===== config.mk =====
export PLATFORM = sky130hd
export DESIGN_NAME = ram_access_arbiter
export DESIGN_NICKNAME = d
export VERILOG_FILES = /design/src/rtl/ram_arb_pkg.sv /design/src/rtl/rr_arb2.sv /design/src/rtl/ram_access_arbiter.sv
export SDC_FILE = /design/constraint.sdc
export NUM_CORES = 1
export LEC_CHECK = 0
export CAP_MARGIN = 20
export CORE_ASPECT_RATIO = 1.75
export CORE_UTILIZATION = 44
export DETAILED_ROUTE_END_ITERATION = 7
export PLACE_DENSITY = 0.93
export SKIP_CTS_REPAIR_TIMING = 1
export SYNTH_ARGS = -nofsm -noshare
export SYNTH_HDL_FRONTEND = slang
export SYNTH_SLANG_ARGS = --single-unit
export TNS_END_PERCENT = 100

===== constraint.sdc =====
create_clock -name CK -period 2.8 [get_ports CK]
set_input_delay 0.28 -clock CK [delete_from_list [all_inputs] [get_ports CK]]
set_output_delay 0.28 -clock CK [all_outputs]
set_load 0.1 [all_outputs]

===== src/rtl/ram_arb_pkg.sv =====
// ram_arb_pkg: shared widths, depth and command record for the image RAM arbiter
package ram_arb_pkg;
  localparam int AW = 20;
  localparam int DW = 24;
  localparam int DEPTH = 65536;
  typedef struct packed {
    logic          we;
    logic [AW-1:0] addr;
    logic [DW-1:0] wdata;
    logic          owner;
  } ram_cmd_t;
endpackage


===== src/rtl/rr_arb2.sv =====
// rr_arb2: two-way grant, round-robin on contention or fixed priority to req[0]
module rr_arb2 #(
  parameter bit FIXED_PRI = 1'b0
) (
  input  logic       clk,
  input  logic       rst,
  input  logic [1:0] req,
  output logic [1:0] gnt
);
  logic last;
  always_ff @(posedge clk) begin
    if (rst) last <= 1'b1;
    else if (|gnt) last <= gnt[1];
  end
  always_comb begin
    gnt[0] = req[0] & (~req[1] | FIXED_PRI | last);
    gnt[1] = req[1] & ~gnt[0];
  end
endmodule


===== src/rtl/ram_access_arbiter.sv =====
// ram_access_arbiter: shares the single-port image RAM between two requesters
module ram_access_arbiter import ram_arb_pkg::*; #(
  parameter int AW        = ram_arb_pkg::AW,
  parameter int DW        = ram_arb_pkg::DW,
  parameter int DEPTH     = ram_arb_pkg::DEPTH,
  parameter int FIXED_PRI = 0
) (
  input  logic          CK,
  input  logic          RST,
  input  logic          rq0_valid,
  output logic          rq0_ready,
  input  logic          rq0_we,
  input  logic [AW-1:0] rq0_addr,
  input  logic [DW-1:0] rq0_wdata,
  output logic          rq0_rvalid,
  output logic [DW-1:0] rq0_rdata,
  output logic          rq0_err,
  input  logic          rq1_valid,
  output logic          rq1_ready,
  input  logic          rq1_we,
  input  logic [AW-1:0] rq1_addr,
  input  logic [DW-1:0] rq1_wdata,
  output logic          rq1_rvalid,
  output logic [DW-1:0] rq1_rdata,
  output logic          rq1_err,
  output logic [AW-1:0] ram_A,
  output logic          ram_WE,
  output logic          ram_OE,
  output logic [DW-1:0] ram_D,
  input  logic [DW-1:0] ram_Q
);
  logic [1:0] gnt;
  ram_cmd_t   cmd;
  logic       in_range, go, rd_owner;
  rr_arb2 #(.FIXED_PRI(FIXED_PRI != 0)) u_arb (
    .clk(CK),
    .rst(RST),
    .req({rq1_valid, rq0_valid} & {2{~RST}}),
    .gnt(gnt)
  );
  assign rq0_ready = gnt[0];
  assign rq1_ready = gnt[1];
  always_comb begin
    cmd = gnt[1] ? ram_cmd_t'{we: rq1_we, addr: rq1_addr, wdata: rq1_wdata, owner: 1'b1}
                 : ram_cmd_t'{we: rq0_we, addr: rq0_addr, wdata: rq0_wdata, owner: 1'b0};
    in_range = {1'b0, cmd.addr} < (AW+1)'(DEPTH);
    go = |gnt & in_range;
  end
  // rd_owner tags the read on the bus so its data returns only to the issuer
  always_ff @(posedge CK) begin
    if (RST) begin
      ram_A      <= '0;
      ram_D      <= '0;
      ram_WE     <= 1'b0;
      ram_OE     <= 1'b0;
      rd_owner   <= 1'b0;
      rq0_err    <= 1'b0;
      rq1_err    <= 1'b0;
      rq0_rvalid <= 1'b0;
      rq1_rvalid <= 1'b0;
      rq0_rdata  <= '0;
      rq1_rdata  <= '0;
    end else begin
      ram_WE     <= go & cmd.we;
      ram_OE     <= go & ~cmd.we;
      if (go) begin
        ram_A    <= cmd.addr;
        ram_D    <= cmd.wdata;
        rd_owner <= cmd.owner;
      end
      rq0_err    <= gnt[0] & ~in_range;
      rq1_err    <= gnt[1] & ~in_range;
      rq0_rvalid <= ram_OE & ~rd_owner;
      rq1_rvalid <= ram_OE & rd_owner;
      if (ram_OE & ~rd_owner) rq0_rdata <= ram_Q;
      if (ram_OE & rd_owner) rq1_rdata <= ram_Q;
    end
  end
endmodule

==> results.sh, run 1 <==
export IMPL_status="completed"
export IMPL_port_buffers=217
export IMPL_finalSetupViolations=0
export IMPL_seqCellArea_um2=2000
export IMPL_drive_above_1_share=0.236
export IMPL_start_util=0.459
export IMPL_coreArea_um2=9530
export IMPL_ys_seq_area_frac=0.458
export IMPL_synth_edf_count=0
export IMPL_drt_wirelength_per_cell_um=14.4
export IMPL_avgSynthCellArea_um2=8.44
export IMPL_ant_nets=0
export IMPL_numCtsBuffers=9
export IMPL_cts_clk_slew_worst_paths_ps=60
export IMPL_period_needed_ps=2130
export IMPL_syn_num_nets=636
export IMPL_die_area_um2=10400
export IMPL_period_share=0.761
export IMPL_wirelength_um=12100
export IMPL_via_count=4229
export IMPL_gp_congestion=0.754
export IMPL_stdcell_area_um2=6640
export IMPL_areaGrowthSynthToFinish_pct=52.0
export IMPL_cpPeakStageDelay_ps=610
export IMPL_maxCapViolCount=0
export IMPL_viasPerCell=5.04
export IMPL_maxSlewViolCount=0
export IMPL_cp_max_fo=42
export IMPL_ys_warn_count=0
export IMPL_nFillCells=777
export IMPL_nets=830
export IMPL_rsz0062_at_grt="no"
export IMPL_grt_ovfl_total=0
export IMPL_hp_class="input port to flop"
export IMPL_yosys_area_top_type="dfxtp_1"
export IMPL_diodes=0
export IMPL_tightest_slew_ps=954
export IMPL_power_density_nw_per_um2=472
export IMPL_dpl_cell_area_um2=6330
export IMPL_antenna_found_initial=0
export IMPL_cts_tree="done"
export IMPL_path_class="input port to output pin"
export IMPL_htreeDepth=3
export IMPL_required_ps=2520
export IMPL_first_global_vias=4083
export IMPL_syn_area_um2=4370
export IMPL_grt_max_degree=78
export IMPL_pin_count=218
export IMPL_ys_types=27
export IMPL_drt_first_iter_violations=75
export IMPL_cp_arrival_ps=1850
export IMPL_fp_row_count=47
export IMPL_synth_top_cell_area_share=0.458
export IMPL_ys_ff_latch=100
export IMPL_max_slew_margin=0.364
export IMPL_cts_sinks=100
export IMPL_multi_input_area_um2=2180
export IMPL_dpl_hpwl_um=9150
export IMPL_setup_tns_ps=0
export IMPL_finalHoldViolations=0
export IMPL_power_leakage_nw=2.88
export IMPL_synthArstFlopShare=0
export IMPL_die_h_um=134
export IMPL_cts_root_buf="clkbuf_16"
export IMPL_startpoint_type="input port"
export IMPL_grt_first_pass_wirelength_um=19100
export IMPL_crit_chain="clkdlybuf4s50_1 -> a21bo_1 -> buf_4 -> nor2_1 -> buf_12"
export IMPL_cp_end_kind="output pin"
export IMPL_die_w_um=77.3
export IMPL_grt_util_all_layers=0.230
export IMPL_irDropWorstVdd_mv=0.303
export IMPL_drt_pass1_iterations=4
export IMPL_path_buf_inv=3
export IMPL_ys_flop_type="dfxtp_1"
export IMPL_drc_errors=0
export IMPL_worst_clock_skew_ps=10.5
export IMPL_cts_max_path_buffers=2
export IMPL_cp_top_family="buffers and inverters"
export IMPL_netlist_top_cells_area="dfxtp_1 46%, nand2_1 15%, mux2_4 12%"
export IMPL_fmax_mhz=469
export IMPL_clk_latency_ps=330
export IMPL_synthCells=518
export IMPL_crit_slowest_cell="clkdlybuf4s50_1"
[per-layer routing]
layer / track usage / part of all wire
met1: 0.252 / 0.39
met2: 0.425 / 0.54
met3: 0.0401 / 0.049
met4: 0.0985 / 0.021
met5: 0 / 0
[cells by family (layout without fill, tap and decap cells)]
kind of cell	after synthesis	count (layout)	synth area share
AO/OA/AOI/OAI	98	98	0.120
buffers and inverters	42	241	0.0464
flip-flops	100	100	0.458
multiplexers	40	40	0.134
AND/OR/NAND/NOR	238	238	0.241
[placed cells by master, fill, tap and decap left out, types with 4 or more instances in the layout]
cell	count
buf_4	105
clkdlybuf4s50_1	116
and3b_1	4
nor2_1	5
clkbuf_16	9
clkinvlp_4	4
dfxtp_1	100
nor2b_1	42
mux2_4	36
mux2_2	4
a21oi_1	89
nand2_1	178
[power by group]
| part | internal [mW] | switching (mW) |
|---|---|---|
| Sequential | 1.43 | 0.00738 |
| Clock | 0.723 | 0.521 |
| Combinational | 0.215 | 0.231 |
| Total | 2.37 | 0.760 |
[metrics by stage]
| step | util | setup WS, ps | power, mW | hold slack, ps | instances |
|---|---|---|---|---|---|
| 2_1_floorplan | - | 414 | 1.70 | 416 | 518 |
| 3_3_place_gp | 0.665 | 643 | 1.91 | 442 | 823 |
| 3_5_place_dp | 0.665 | 548 | 1.92 | 449 | 823 |
| 4_1_cts | 0.697 | 658 | 3.16 | 198 | 839 |
| 5_1_grt | 0.697 | 576 | 3.26 | 211 | 839 |
| 6_report | 0.697 | 669 | 3.13 | 211 | 839 |
[worst paths after layout]
| path | from | to | slack [ps] | depth (start not counted) |
|---|---|---|---|---|
| max reg2reg | u_arb.last$_SDFFE_PP1P_ | ram_D[23]$_SDFFE_PP0P_ | 1040 | 5 |
| max | rq0_valid | rq1_ready | 670 | 5 |
| min | RST | rd_owner$_SDFFE_PP0P_ | 210 | 2 |
| min reg2reg | rq0_rdata[13]$_SDFFE_PP0P_ | rq0_rdata[13]$_SDFFE_PP0P_ | 460 | 2 |
[cell usage after synthesis (2+ instances only)]
master	n
a21oi_1	89
buf_1	8
mux2_4	36
o21ai_0	2
clkbuf_1	21
inv_1	2
o22a_1	2
nor4_2	2
nor2_1	5
nand2b_1	2
dfxtp_1	100
mux2_2	4
buf_6	5
and3b_1	4
buf_2	6
nand2_1	178
nor2b_1	42
[registers in the layout (all words and copies together) (netlist names), 20 cells and up]
signal	flops
rq0_rdata	24
ram_D	24
ram_A	20
rq1_rdata	24
[layout make-up]
| class | instances | area share |
|---|---|---|
| multi-input combinational | 376 | 0.328 |
| sequential | 100 | 0.301 |
| timing repair buffer | 223 | 0.300 |
| clock buffer | 10 | 0.0360 |
| tap | 122 | 0.0230 |
| clock inverter | 6 | 0.0107 |
| inverter | 2 | 0.00113 |
(Power assumes the default switching activity.)
==> run 2, diff against run 1 <==
- CORE_UTILIZATION: 44 -> 36
- PLACE_DENSITY: 0.93 -> 0.82
- clock period: 2.8 -> 1.7 ns (I/O delays scaled with it)
==> results.sh, run 2 (synthesized netlist as in run 1, its figures left out) <==
export IMPL_grt_util_all_layers=0.195
export IMPL_cp_end_kind="flop"
export IMPL_status="completed"
export IMPL_port_buffers=217
export IMPL_wirelength_um=12400
export IMPL_holdWs_ps=129
export IMPL_drive_above_1_share=0.255
export IMPL_layout_common_cells="178 x nand2_1, 116 x clkdlybuf4s50_1, 111 x buf_4"
export IMPL_rsz0062_at_grt="no"
export IMPL_path_depth=6
export IMPL_grt_max_degree=91
export IMPL_cts_root_buf="clkbuf_16"
export IMPL_cp_arrival_ps=1840
export IMPL_cp_max_fo=23
export IMPL_maxCapViolCount=0
export IMPL_die_area_um2=12600
export IMPL_path_class="input port to flop"
export IMPL_maxSlewViolCount=0
export IMPL_finalSetupViolations=0
export IMPL_worst_clock_skew_ps=5.21
export IMPL_ant_nets=0
export IMPL_period_share=0.951
export IMPL_htreeDepth=3
export IMPL_crit_chain="clkdlybuf4s50_1 -> nor4_4 -> nand3b_1 -> a21o_2 -> buf_12 -> mux2_4"
export IMPL_areaGrowthSynthToFinish_pct=56.4
export IMPL_drt_first_iter_violations=117
export IMPL_cpPeakStageDelay_ps=450
export IMPL_hp_class="input port to flop"
export IMPL_via_count=4237
export IMPL_fmax_mhz=618
export IMPL_dpl_cell_area_um2=6510
export IMPL_hold_depth=2
export IMPL_r2r_setup_slack_ps=100
export IMPL_finalHoldViolations=0
export IMPL_first_global_vias=4246
export IMPL_cts_tree="done"
export IMPL_r2r_end="ram_D[0]$_SDFFE_PP0P_"
export IMPL_drc_errors=0
export IMPL_power_density_nw_per_um2=750
export IMPL_pin_count=218
export IMPL_hold_path_startpoint="RST"
export IMPL_layout_commonest_cell="nand2_1"
export IMPL_hold_path_endpoint="rd_owner$_SDFFE_PP0P_"
export IMPL_cts_sinks=100
export IMPL_drt_wirelength_per_cell_um=14.3
export IMPL_drt_pass1_iterations=4
export IMPL_diodes=0
export IMPL_power_leakage_nw=2.96
export IMPL_power_mw=5.13
export IMPL_cts_clk_slew_worst_paths_ps=70
export IMPL_fp_row_count=52
export IMPL_nets=842
export IMPL_required_ps=1920
export IMPL_cp_top_family="buffers and inverters"
export IMPL_viasPerCell=4.90
export IMPL_startpoint_type="input port"
export IMPL_crit_slowest_cell="clkdlybuf4s50_1"
export IMPL_reg2reg_depth=5
export IMPL_max_slew_margin=0.712
export IMPL_grt_ovfl_total=0
export IMPL_die_w_um=85.3
export IMPL_antenna_found_initial=0
export IMPL_gp_congestion=0.736
export IMPL_clk_latency_ps=330
export IMPL_irDropWorstVdd_mv=0.568
export IMPL_rr_startpoint="u_arb.last$_SDFFE_PP1P_"
export IMPL_path_buf_inv=2
export IMPL_die_h_um=148
export IMPL_nFillCells=1030
export IMPL_top_regs="ram_D x24, rq0_rdata x24, rq1_rdata x24"
export IMPL_grt_first_pass_wirelength_um=19700
export IMPL_numCtsBuffers=9
export IMPL_dpl_hpwl_um=9360
export IMPL_coreArea_um2=11700
export IMPL_period_needed_ps=1620
export IMPL_start_util=0.373
export IMPL_cts_max_path_buffers=2
export IMPL_tightest_slew_ps=432
export IMPL_stdcell_area_um2=6840
[run 2: area by class of cell]
type | count | area (um2) | share of cell area
well taps | 135 | 169 | 0.0247
flip-flops and latches | 100 | 2000 | 0.293
repair buffers | 235 | 2150 | 0.315
clock inverters | 6 | 56.3 | 0.00824
inverters | 2 | 7.51 | 0.00110
clock buffers | 10 | 239 | 0.0350
multi-input cells | 376 | 2200 | 0.323
[run 2: through the flow]
stage	util	setup WS, ps	setup TNS [ps]	cells
after floorplan	-	-30.2	-30.2	518
after global placement	0.556	-266	-10680	847
after detailed placement	0.556	-328	-13170	847
after CTS	0.581	-135	-135	863
after global routing	0.584	14.4	0	864
final	0.584	82.6	0	864
[run 2: power breakdown]
part,total [mW],internal [mW],leakage [nW],switching (mW)
Clock,1.99,1.06,0.143,0.925
Sequential,2.37,2.36,0.807,0.0120
Combinational,0.768,0.379,2.01,0.389
Total,5.13,3.80,2.96,1.33
[run 2: worst max-delay path by stage]
stage | from | endpoint
final | rq1_addr[16] | ram_A[10]$_SDFFE_PP0P_
after global routing | rq1_addr[16] | ram_A[10]$_SDFFE_PP0P_
after global placement | rq1_addr[19] | ram_A[11]$_SDFFE_PP0P_
after floorplan | RST | rq0_err$_SDFF_PP0_
after CTS | u_arb.last$_SDFFE_PP1P_ | rq1_ready
after detailed placement | rq1_addr[19] | ram_A[9]$_SDFFE_PP0P_
[run 2: per-layer routing]
metal	track usage	share of wire	up-vias	wire (um)
li1	-	-	2091	-
met1	0.207	0.37	1951	4620
met2	0.369	0.54	170	6740
met3	0.0324	0.051	25	631
met4	0.0875	0.031	0	385
met5	0	0	-	0
==> run 3, diff against run 2 <==
- ABC_CLOCK_PERIOD_IN_PS: unset -> 1700
==> results of run 3 <==
Final layout, timing and power as in run 2 (identical DEF).
